==> src/rtl/seg7_pkg.sv <==
// Shared types and glyph constants for the multi-digit seven-segment controller.
// Segment vectors are active-low, bit order g..a.
package seg7_pkg;

    typedef enum logic [1:0] {
        MODE_STATIC = 2'b00,
        MODE_BLINK  = 2'b01,
        MODE_SCROLL = 2'b10,
        MODE_BLANK  = 2'b11
    } mode_e;

    localparam logic [6:0] SEG_0     = 7'b1000000;
    localparam logic [6:0] SEG_1     = 7'b1111001;
    localparam logic [6:0] SEG_2     = 7'b0100100;
    localparam logic [6:0] SEG_3     = 7'b0110000;
    localparam logic [6:0] SEG_4     = 7'b0011001;
    localparam logic [6:0] SEG_5     = 7'b0010010;
    localparam logic [6:0] SEG_6     = 7'b0000010;
    localparam logic [6:0] SEG_7     = 7'b1111000;
    localparam logic [6:0] SEG_8     = 7'b0000000;
    localparam logic [6:0] SEG_9     = 7'b0010000;
    localparam logic [6:0] SEG_C     = 7'b1000110;
    localparam logic [6:0] SEG_U     = 7'b1000001;
    localparam logic [6:0] SEG_I     = 7'b1111001;
    localparam logic [6:0] SEG_Y     = 7'b0010001;
    localparam logic [6:0] SEG_H     = 7'b0001001;
    localparam logic [6:0] SEG_BLANK = 7'b1111111;

endpackage

==> src/rtl/seg7_multi_display_if.sv <==
// User-side bus of the display controller: load strobe, nibble word, mode controls and
// the registered segment outputs.
interface seg7_multi_display_if #(
    parameter int unsigned DIGITS = 4
);
    logic                  LOAD;
    logic [4*DIGITS-1:0]   DATA;
    logic [1:0]            MODE;
    logic                  LZ_EN;
    logic [7*DIGITS-1:0]   HEX;

    modport master (output LOAD, DATA, MODE, LZ_EN, input HEX);
    modport slave  (input LOAD, DATA, MODE, LZ_EN, output HEX);
endinterface

==> src/rtl/seg7_glyph.sv <==
// Combinational nibble to active-low segment decoder (0-9, C, U, I, Y, H, blank).
module seg7_glyph
    import seg7_pkg::*;
(
    input  logic [3:0] i_nibble,
    output logic [6:0] o_seg
);

    always_comb begin
        o_seg = SEG_BLANK;
        unique case (i_nibble)
            4'h0: o_seg = SEG_0;
            4'h1: o_seg = SEG_1;
            4'h2: o_seg = SEG_2;
            4'h3: o_seg = SEG_3;
            4'h4: o_seg = SEG_4;
            4'h5: o_seg = SEG_5;
            4'h6: o_seg = SEG_6;
            4'h7: o_seg = SEG_7;
            4'h8: o_seg = SEG_8;
            4'h9: o_seg = SEG_9;
            4'hA: o_seg = SEG_C;
            4'hB: o_seg = SEG_U;
            4'hC: o_seg = SEG_I;
            4'hD: o_seg = SEG_Y;
            4'hE: o_seg = SEG_H;
            4'hF: o_seg = SEG_BLANK;
        endcase
    end

endmodule

==> src/rtl/seg7_multi_display.sv <==
// Multi-digit seven-segment controller: latched nibble word, leading-zero blanking,
// blink and marquee scroll modes timed by internal dividers; HEX fully registered.
module seg7_multi_display
    import seg7_pkg::*;
#(
    parameter int unsigned DIGITS     = 4,
    parameter int unsigned BLINK_DIV  = 25_000_000,
    parameter int unsigned SCROLL_DIV = 12_500_000
) (
    input  logic                 CLOCK_50,
    input  logic                 RESET_N,
    seg7_multi_display_if.slave  bus
);

    localparam int unsigned SLOTS = 2 * DIGITS;
    localparam int unsigned BW    = (BLINK_DIV > 1) ? $clog2(BLINK_DIV) : 1;
    localparam int unsigned SW    = (SCROLL_DIV > 1) ? $clog2(SCROLL_DIV) : 1;
    localparam int unsigned OW    = $clog2(SLOTS);

    localparam logic [BW-1:0] BLINK_LAST  = BW'(BLINK_DIV - 1);
    localparam logic [SW-1:0] SCROLL_LAST = SW'(SCROLL_DIV - 1);
    localparam logic [OW-1:0] OFF_LAST    = OW'(SLOTS - 1);

    logic [4*DIGITS-1:0] r_data;
    mode_e               r_mode;
    logic [BW-1:0]       r_blink_div, w_blink_div_d;
    logic [SW-1:0]       r_scroll_div, w_scroll_div_d;
    logic                r_phase_on, w_phase_on_d;
    logic [OW-1:0]       r_off, w_off_d;
    logic [7*DIGITS-1:0] r_hex, w_hex_d;

    logic                w_restart;
    logic [DIGITS-1:0]   w_suppress;
    logic [3:0]          w_s_nib [SLOTS];
    logic [6:0]          w_s_seg [SLOTS];

    assign w_restart = bus.LOAD | (bus.MODE != r_mode);

    // A display is suppressed while every nibble from the top down to it is zero.
    always_comb begin
        logic lead;
        lead       = 1'b1;
        w_suppress = '0;
        for (int i = DIGITS - 1; i >= 1; i--) begin
            lead          = lead & (r_data[4*i +: 4] == 4'h0);
            w_suppress[i] = bus.LZ_EN & lead;
        end
    end

    // S[p] for p < DIGITS is display DIGITS-1-p; the trailing half is blank (nibble F).
    for (genvar p = 0; p < SLOTS; p++) begin : g_slot
        if (p < DIGITS) begin : g_digit
            assign w_s_nib[p] = w_suppress[DIGITS-1-p] ? 4'hF : r_data[4*(DIGITS-1-p) +: 4];
        end else begin : g_pad
            assign w_s_nib[p] = 4'hF;
        end
        seg7_glyph u_glyph (
            .i_nibble (w_s_nib[p]),
            .o_seg    (w_s_seg[p])
        );
    end

    always_comb begin
        w_blink_div_d  = '0;
        w_scroll_div_d = '0;
        w_phase_on_d   = r_phase_on;
        w_off_d        = r_off;
        if (w_restart) begin
            w_phase_on_d = 1'b1;
            w_off_d      = '0;
        end else begin
            if (r_mode == MODE_BLINK) begin
                if (r_blink_div == BLINK_LAST) begin
                    w_phase_on_d = ~r_phase_on;
                end else begin
                    w_blink_div_d = r_blink_div + 1'b1;
                end
            end
            if (r_mode == MODE_SCROLL) begin
                if (r_scroll_div == SCROLL_LAST) begin
                    w_off_d = (r_off == OFF_LAST) ? '0 : r_off + 1'b1;
                end else begin
                    w_scroll_div_d = r_scroll_div + 1'b1;
                end
            end
        end
    end

    always_comb begin
        logic [OW:0] idx;
        idx     = '0;
        w_hex_d = '1;
        unique case (r_mode)
            MODE_STATIC: begin
                for (int i = 0; i < DIGITS; i++) w_hex_d[7*i +: 7] = w_s_seg[DIGITS-1-i];
            end
            MODE_BLINK: begin
                if (r_phase_on) begin
                    for (int i = 0; i < DIGITS; i++) w_hex_d[7*i +: 7] = w_s_seg[DIGITS-1-i];
                end
            end
            MODE_SCROLL: begin
                for (int k = 0; k < DIGITS; k++) begin
                    idx = {1'b0, r_off} + (OW+1)'(k);
                    if (idx >= (OW+1)'(SLOTS)) idx = idx - (OW+1)'(SLOTS);
                    w_hex_d[7*(DIGITS-1-k) +: 7] = w_s_seg[idx[OW-1:0]];
                end
            end
            MODE_BLANK: w_hex_d = '1;
        endcase
    end

    always_ff @(posedge CLOCK_50 or negedge RESET_N) begin
        if (!RESET_N) begin
            r_data       <= '0;
            r_mode       <= MODE_STATIC;
            r_blink_div  <= '0;
            r_scroll_div <= '0;
            r_phase_on   <= 1'b1;
            r_off        <= '0;
            r_hex        <= '1;
        end else begin
            if (bus.LOAD) r_data <= bus.DATA;
            r_mode       <= mode_e'(bus.MODE);
            r_blink_div  <= w_blink_div_d;
            r_scroll_div <= w_scroll_div_d;
            r_phase_on   <= w_phase_on_d;
            r_off        <= w_off_d;
            r_hex        <= w_hex_d;
        end
    end

    assign bus.HEX = r_hex;

endmodule

==> src/flat_wrapper.sv <==
// flat-port wrapper written by rule: the top's interface ports become plain ports
module seg7_multi_display_flat import seg7_pkg::*;
#(
    parameter int unsigned DIGITS     = 4,
    parameter int unsigned BLINK_DIV  = 25_000_000,
    parameter int unsigned SCROLL_DIV = 12_500_000
)
  (CLOCK_50, RESET_N, bus_LOAD, bus_DATA, bus_MODE, bus_LZ_EN, bus_HEX);
  seg7_multi_display_if #(.DIGITS(DIGITS)) bus_i ();
  input  logic CLOCK_50;
  input  logic RESET_N;
  input wire logic [$bits(bus_i.LOAD)-1:0] bus_LOAD;
  input wire logic [$bits(bus_i.DATA)-1:0] bus_DATA;
  input wire logic [$bits(bus_i.MODE)-1:0] bus_MODE;
  input wire logic [$bits(bus_i.LZ_EN)-1:0] bus_LZ_EN;
  output wire logic [$bits(bus_i.HEX)-1:0] bus_HEX;
  assign bus_i.LOAD = bus_LOAD;
  assign bus_i.DATA = bus_DATA;
  assign bus_i.MODE = bus_MODE;
  assign bus_i.LZ_EN = bus_LZ_EN;
  assign bus_HEX = bus_i.HEX;
  seg7_multi_display #(.DIGITS(DIGITS), .BLINK_DIV(BLINK_DIV), .SCROLL_DIV(SCROLL_DIV)) u_core (.CLOCK_50(CLOCK_50), .RESET_N(RESET_N), .bus(bus_i));
endmodule
==> config.mk <==
export PLATFORM = sky130hd
export DESIGN_NAME = seg7_multi_display_flat
export DESIGN_NICKNAME = d
export VERILOG_FILES = /design/src/rtl/seg7_pkg.sv /design/src/rtl/seg7_multi_display_if.sv /design/src/rtl/seg7_glyph.sv /design/src/rtl/seg7_multi_display.sv /design/src/flat_wrapper.sv
export SDC_FILE = /design/constraint.sdc
export NUM_CORES = 1
export LEC_CHECK = 0
export CORE_ASPECT_RATIO = 0.8
export CORE_MARGIN = 2
export CORE_UTILIZATION = 30
export CTS_BUF_LIST = sky130_fd_sc_hd__clkbuf_4
export CTS_CLUSTER_DIAMETER = 40
export CTS_CLUSTER_SIZE = 40
export DETAILED_ROUTE_END_ITERATION = 7
export GPL_ROUTABILITY_DRIVEN = 0
export PLACE_DENSITY = 0.48
export SYNTH_ARGS = -nofsm -noshare
export SYNTH_HDL_FRONTEND = slang
export SYNTH_SLANG_ARGS = --single-unit
==> constraint.sdc <==
create_clock -name CLOCK_50 -period 5.55 [get_ports CLOCK_50]
set_input_delay 1.11 -clock CLOCK_50 [delete_from_list [all_inputs] [get_ports CLOCK_50]]
set_output_delay 1.11 -clock CLOCK_50 [all_outputs]
set_load 0.05 [all_outputs]
==> Yosys cells after proc, flatten, opt, wreduce, memory -nomap -nowiden <==
Memory sizes are Yosys's and may differ from the RTL's.
Cells that the tools add are included.
W data, S select, Z words.
{ "totals": {"regBits": 99, "inputBits": 22, "mem_count": 8, "output_inout_bits": 28, "ramBits": 0, "word_cells": 99, "rom_bits": 896, "latch_bits": 0} }
{ "op_classes": {"bitwise": 11, "muxes": 38, "n_div": 0, "n_addsub": 10, "n_reduce_logical": 10, "n_shift": 0, "magnitude_cmp": 8, "n_eq_ne": 7, "n_mul": 0} }
{ "memory_table": {"columns": ["memory", "depth", "word_bits", "read_ports", "rd_ports_with_merged_regs", "write_ports", "line_no", "text"], "rows": [
  ["(name not given)", 16, 7, 1, 0, 0, "seg7_glyph.sv:11", "unique case (i_nibble)"],
  ["(name not given)", 16, 7, 1, 0, 0, "seg7_glyph.sv:11", null],
  ["(name not given)", 16, 7, 1, 0, 0, "seg7_glyph.sv:11", null],
  ["(name not given)", 16, 7, 1, 0, 0, "seg7_glyph.sv:11", null],
  ["(name not given)", 16, 7, 1, 0, 0, "seg7_glyph.sv:11", null],
  ["(name not given)", 16, 7, 1, 0, 0, "seg7_glyph.sv:11", null],
  ["2 more memories", null, null, null, null, null, null, null]
]} }
{ "ops": {"columns": ["operator", "n"], "rows": [
  ["$pmux W28 S4", 1],
  ["$bmux W7 S3", 4],
  ["$mux W25", 3],
  ["$mux W24", 3],
  ["$mux W7", 8],
  ["$mux W3", 12],
  ["$ge A4 B4 Y1 const B", 7],
  ["$mux W28", 1],
  ["$add A25 B1 Y25 const B", 1],
  ["$eq A25 B25 Y1 const B", 1],
  ["$add A24 B1 Y24 const B", 1],
  ["$eq A24 B24 Y1 const B", 1],
  ["$not A3 Y4", 4],
  ["$logic_not A4 Y1", 3],
  ["$mux W4", 3],
  ["$sub A3 B1 Y3 const B", 4],
  ["$add A3 B2 Y4 const B", 2],
  ["$reduce_bool A2 Y1", 4],
  ["$and A1 B1 Y1", 5],
  ["$add A3 B1 Y4 const B", 1],
  ["$eq A2 B2 Y1 const B", 2],
  ["$ge A3 B4 Y1 const B", 1],
  ["$reduce_and A2 Y1", 2],
  ["$add A3 B1 Y3 const B", 1],
  ["other kinds (7)", 9]
]} }

==> Longest topological paths before layout <==
An unclocked memory read counts as a cell.
{ "logic_depth": {"ltp_word": 10, "ltp_mapped": 15, "ltp_nobuf": 14} }

==> By module <==
Synthesis repeated with hierarchy kept, for this count alone.
{ "hier_totals": {"cells_unflattened": 826, "hier_area_um2": 7896.3} }
{ "modules_own_cells": {"columns": ["module", "n_inst", "seq_area_each_um2", "cells_per_inst", "area_each_um2"], "rows": [
  ["seg7_multi_display", 1, 2513.7, 573, 6000.8],
  ["seg7_glyph (u_core.g_slot[2].u_glyph ...)", 5, 0.0, 32, 246.5],
  ["seg7_glyph (u_core.g_slot[0].u_glyph ...)", 2, 0.0, 31, 221.5],
  ["seg7_glyph (u_core.g_slot[3].u_glyph)", 1, 0.0, 31, 220.2]
]} }

==> Worst setup path before layout <==
No wires, ideal clock.
{ "synth_path": {"kind": "in2reg", "start": "input port bus_LZ_EN", "end": "register u_core.r_hex[19] (netlist: u_core.bus.HEX[19])", "path_slack_ns": 2.339, "required_ns": 5.468, "setup_time_ns": 0.082, "cell_stages": 11, "arrival_time_ns": 3.129, "n_path_buf": 1, "path_cell_list": "and4bb_4 -> buf_6 -> nand2_4 -> nor3_1 -> or2_2 -> inv_1 -> ha_1 -> a211oi_1 -> a311oi_2 -> a21bo_1 -> a211o_1"} }
{ "synth_via": {"elab_chain_cells": 7, "elab_cells_between_ends": 14, "classes_between": "mux (8); bitwise (3); memory (3)"} }
{ "synth_rtl": {"columns": ["element", "line_no", "text"], "rows": [
  ["from (decl)", "flat_wrapper.sv:15", "input wire logic [$bits(bus_i.LZ_EN)-1:0] bus_LZ_EN;"],
  ["$and A1 B1 Y1", "seg7_multi_display.sv:46", "w_suppress[i] = bus.LZ_EN & lead;"],
  ["$mux W4", "seg7_multi_display.sv:53", "assign w_s_nib[p] = w_suppress[DIGITS-1-p] ? 4'hF : r_data[4*(DIGITS-1-p) +: 4];"],
  ["$mem_v2 Z16 W7", null, null],
  ["$bmux W7 S3", "seg7_multi_display.sv:106", "w_hex_d[7*(DIGITS-1-k) +: 7] = w_s_seg[idx[OW-1:0]];"],
  ["$mux W7 (implied by the code) (2 in series)", "seg7_multi_display.sv:106", null],
  ["$pmux W28 S4 *", "seg7_multi_display.sv:93", "unique case (r_mode)"],
  ["net u_core.w_hex_d[19]", "seg7_multi_display.sv:30", "logic [7*DIGITS-1:0] r_hex, w_hex_d;"],
  ["to (signal assigned)", "seg7_multi_display.sv:129", "r_hex <= w_hex_d;"],
  ["to (decl)", "seg7_multi_display.sv:30", null]
]} }
Mark *: on every way through the listed nets, which the timed path passes. The rest lies on a longest branch. The select of a mux whose other input is x is not followed.
A chain may end at the register's enable or synchronous reset.

==> Worst setup path after layout <==
{ "layout_path": {"start": "input port bus_LZ_EN", "end": "register u_core.r_hex[6] (netlist: u_core.bus.HEX[6])"} }
{ "layout_via": {"elab_chain_cells": 7, "elab_cells_between_ends": 13, "classes_between": "mux (7); bitwise (3); memory (3)"} }
{ "layout_rtl": {"columns": ["element", "line_no"], "rows": [
  ["$and A1 B1 Y1", "seg7_multi_display.sv:46"],
  ["$mux W4", "seg7_multi_display.sv:53"],
  ["$mem_v2 Z16 W7", null],
  ["$bmux W7 S3 *", "seg7_multi_display.sv:106"],
  ["$mux W7 (implied by the code) * (2 in series)", "seg7_multi_display.sv:106"],
  ["$pmux W28 S4 *", "seg7_multi_display.sv:93"],
  ["net u_core.w_hex_d[6]", "seg7_multi_display.sv:30"]
]} }
Marks and branches as above.

==> flow_metrics.env <==
export IMPL_grt_max_degree=57
export IMPL_crit_type="in2reg"
export IMPL_final_fill_count=2140
export IMPL_path_cells="clkdlybuf4s50_1 > and4bb_4 > nand2_4 > nor3_1 > or2_2 > inv_1 > ha_1 > inv_1 > a31o_1 > a311oi_2 > nand3_1 > o211ai_1 > a31oi_1"
export IMPL_wl_per_cell_um=17.0
export IMPL_routed_via_count=5454
export IMPL_min_period_ns=3.75
export IMPL_path_max_fanout=14
export IMPL_clock_root_buffer="clkbuf_4"
export IMPL_end_kind="flip-flop"
export IMPL_fin_worst_skew_ns=0.0328
export IMPL_cp_top_family="compound AO/OA/AOI/OAI gates"
export IMPL_worst_slack_ns=1.80
export IMPL_syn_inst=714
export IMPL_avgViaCountPerCell=5.35
export IMPL_fin_crit_sh=0.677
export IMPL_synthArstFlopShare=1.00
export IMPL_grt_overflow_total=0
export IMPL_crit_buf_inv=3
export IMPL_hold_buffers=0
export IMPL_syn_area_sq_mm=0.00639
export IMPL_drtPass1Iterations=8
export IMPL_port_buffers=49
export IMPL_critPathLaunchType="input pin"
export IMPL_final_antenna_net_count=0
export IMPL_syn2layout_area_growth_pct=13.4
export IMPL_hold_violations=0
export IMPL_cp_slowest_stage_delay_ns=0.59
export IMPL_ys_warn_count=0
export IMPL_setup_violations=0
export IMPL_ys_types=80
export IMPL_p_per_area_mw_per_mm2=247
export IMPL_cts_sinks=99
export IMPL_die_w_um=167
export IMPL_cts_buffers=9
export IMPL_ys_ff_latch=99
export IMPL_violations="design-rule violations"
export IMPL_crit_top_cell="inv_1"
export IMPL_syn_nets=765
export IMPL_drtIter0Drc=528
export IMPL_clkTransAtPathRegs_ns=0.18
export IMPL_pre_cts_slack_ns=1.37
export IMPL_worstPathRequired_ns=5.97
export IMPL_rsz0062_at_grt="false"
export IMPL_cts_tree="done"
export IMPL_hp_class="reg2reg"
export IMPL_max_freq_mhz=266
export IMPL_die_area_sq_mm=0.0225
export IMPL_dp_hpwl_mm=12.8
export IMPL_avgSynthCellArea_sq_um=8.95
export IMPL_grt_usage=0.157
export IMPL_tns_ns=0
export IMPL_slowest_stage="clkdlybuf4s50_1"
export IMPL_slew_headroom=0.350
export IMPL_routed_wl_mm=17.4
export IMPL_initial_core_util=0.307
export IMPL_final_core_util=0.348
export IMPL_grt_pass1_vias=5123
export IMPL_die_y_um=135
export IMPL_postCtsSetupBuffers=0
export IMPL_fin_cells=1020
export IMPL_drive_gt1_frac=0.104
export IMPL_clk_latency_ns=0.50
export IMPL_tightest_slew_ns=0.972
export IMPL_status="complete, but fails checks"
export IMPL_grt_first_pass_wirelength_mm=28.0
export IMPL_arrival_ns=4.17
export IMPL_clk_path_buf_depth=2
export IMPL_ys_flop_type="dfrtp_1"
export IMPL_core_area_sq_mm=0.0208
export IMPL_drv_slew=0
export IMPL_io_pins=50
export IMPL_antenna_found_initial=1
export IMPL_drc_errors=1
export IMPL_yosysSeqAreaShare=0.393
export IMPL_ir_worst_vdd_uv=90.9
export IMPL_ctsResizeCount=0
export IMPL_nNetsFinal=796
export IMPL_cts_max_level=3
export IMPL_p_leak_uw=0.00294
export IMPL_num_rows=47
export IMPL_drv_cap=0
export IMPL_synth_edf_count=0
export IMPL_dp_cells=1003
==> kinds of logic (layout without fill, tap and decap cells) <==
logic type               count (synthesis)  after routing  synth area share
AO/OA/AOI/OAI                          161            161             0.177
XOR/XNOR                                52             52            0.0712
adder cells (fa/ha/maj)                 29             29            0.0568
buffers and inverters                   64            100            0.0411
flip-flops                              99             99             0.393
multiplexers                            23             23            0.0376
other                                    0              1                 0
AND/OR/NAND/NOR                        286            286             0.223
==> cells in the mapped netlist (all sizes together), types with 5 or more instances <==
master   number  share of area
ha           29          0.057
nand4        13          0.013
clkbuf       22          0.013
or2           5         0.0049
nand2b       10         0.0098
or3           5         0.0049
mux2i        15          0.023
and4          7         0.0096
nor2         96          0.056
dfrtp        70           0.27
o21ai        40          0.032
o211ai        9          0.011
nor3         10         0.0086
nand3        31          0.025
mux2          8          0.014
a2111oi       5         0.0068
o22ai         5         0.0049
xnor2        14          0.019
nand2        64          0.039
and2         12          0.012
a31oi        13          0.013
buf          11          0.010
dfstp        29           0.12
a211oi        9          0.011
a21oi        25          0.020
and3         14          0.014
inv          30          0.018
xor2         38          0.052
==> layout make-up <==
class                           count  area (sq um)  share of cell area
Clock inverter                      7          81.3              0.0112
Timing Repair Buffer               53           518              0.0714
Sequential cell                    99          2510               0.347
Clock buffer                        9          67.6             0.00932
Tap cell                          269           337              0.0464
Inverter                           31           116              0.0160
Antenna cell                        1          2.50            0.000345
Multi-Input combinational cell    551          3620               0.499
==> flip-flops by register name, summed over array words and instances, names as in the netlist <==
| name | cells |
|---|---|
| u_core.bus.HEX | 28 |
| u_core.r_scroll_div | 24 |
| u_core.r_mode | 2 |
| u_core.r_data | 16 |
| u_core.r_phase_on | 1 |
| u_core.r_off | 3 |
| u_core.r_blink_div | 25 |
==> layout by cell type (no fill, tap or decap), types with 7 or more instances in the layout <==
cell / n
nand3_1: 30
clkdlybuf4s50_1: 48
a211oi_1: 9
nor2_1: 96
inv_1: 29
mux2_2: 8
dfstp_2: 29
a21oi_1: 25
mux2i_1: 15
a31oi_1: 13
nand2_1: 63
and4_1: 7
clkbuf_4: 9
nand2b_1: 10
dfrtp_1: 70
o21ai_0: 34
and2_1: 11
and3_1: 14
ha_1: 29
xor2_1: 38
xnor2_1: 14
nand4_1: 13
o211ai_1: 9
nor3_1: 9
==> stage by stage <==
stage               area, sq um  hold WS (ns)  total power, uW
floorplan                  6390         0.424             1200
global placement           7100         0.438             1380
detailed placement         7100         0.448             1380
CTS                        7250         0.471             1820
global route               7250         0.485             1890
finish                     7250         0.468             1790
==> power breakdown <==
part | internal, uW | switching [uW]
Clock | 145 | 273
Combinational | 185 | 355
Sequential | 791 | 44.7
==> worst register-to-register path, stage by stage (launching register included) <==
cell      delay [ns]
dfrtp_1         0.46
inv_1           0.16
ha_1            0.28
and4bb_4        0.40
nand2_4         0.08
nor3_1          0.18
or2_2           0.16
inv_1           0.05
ha_1            0.32
inv_1           0.08
a31o_1          0.21
a311oi_2        0.59
nand3_1         0.17
o211ai_1        0.15
a31oi_1         0.07
==> routing by layer <==
metal  share of wire  GRT usage
met3           0.051     0.0314
met2            0.43      0.229
met1            0.49      0.231
met5               0          0
met4           0.023     0.0580
==> worst paths after layout <==
check                                                 start                                end  slack (ns)  depth (start not counted)
max                                               bus_LZ_EN        u_core.bus.HEX[6]$_DFF_PN1_        1.80                         13
min                        u_core.r_scroll_div[0]$_DFF_PN0_   u_core.r_scroll_div[0]$_DFF_PN0_        0.47                          1
max reg2reg                   u_core.r_data[13]$_DFFE_PN0P_        u_core.bus.HEX[6]$_DFF_PN1_        2.12                         14
min reg2reg                u_core.r_scroll_div[0]$_DFF_PN0_   u_core.r_scroll_div[0]$_DFF_PN0_        0.47                          1
max in group asynchronous                           RESET_N       u_core.bus.HEX[23]$_DFF_PN1_        3.82                          2
min in group asynchronous                           RESET_N  u_core.r_scroll_div[23]$_DFF_PN0_        0.66                          1
No activity file was read; power rests on OpenSTA's default activity.
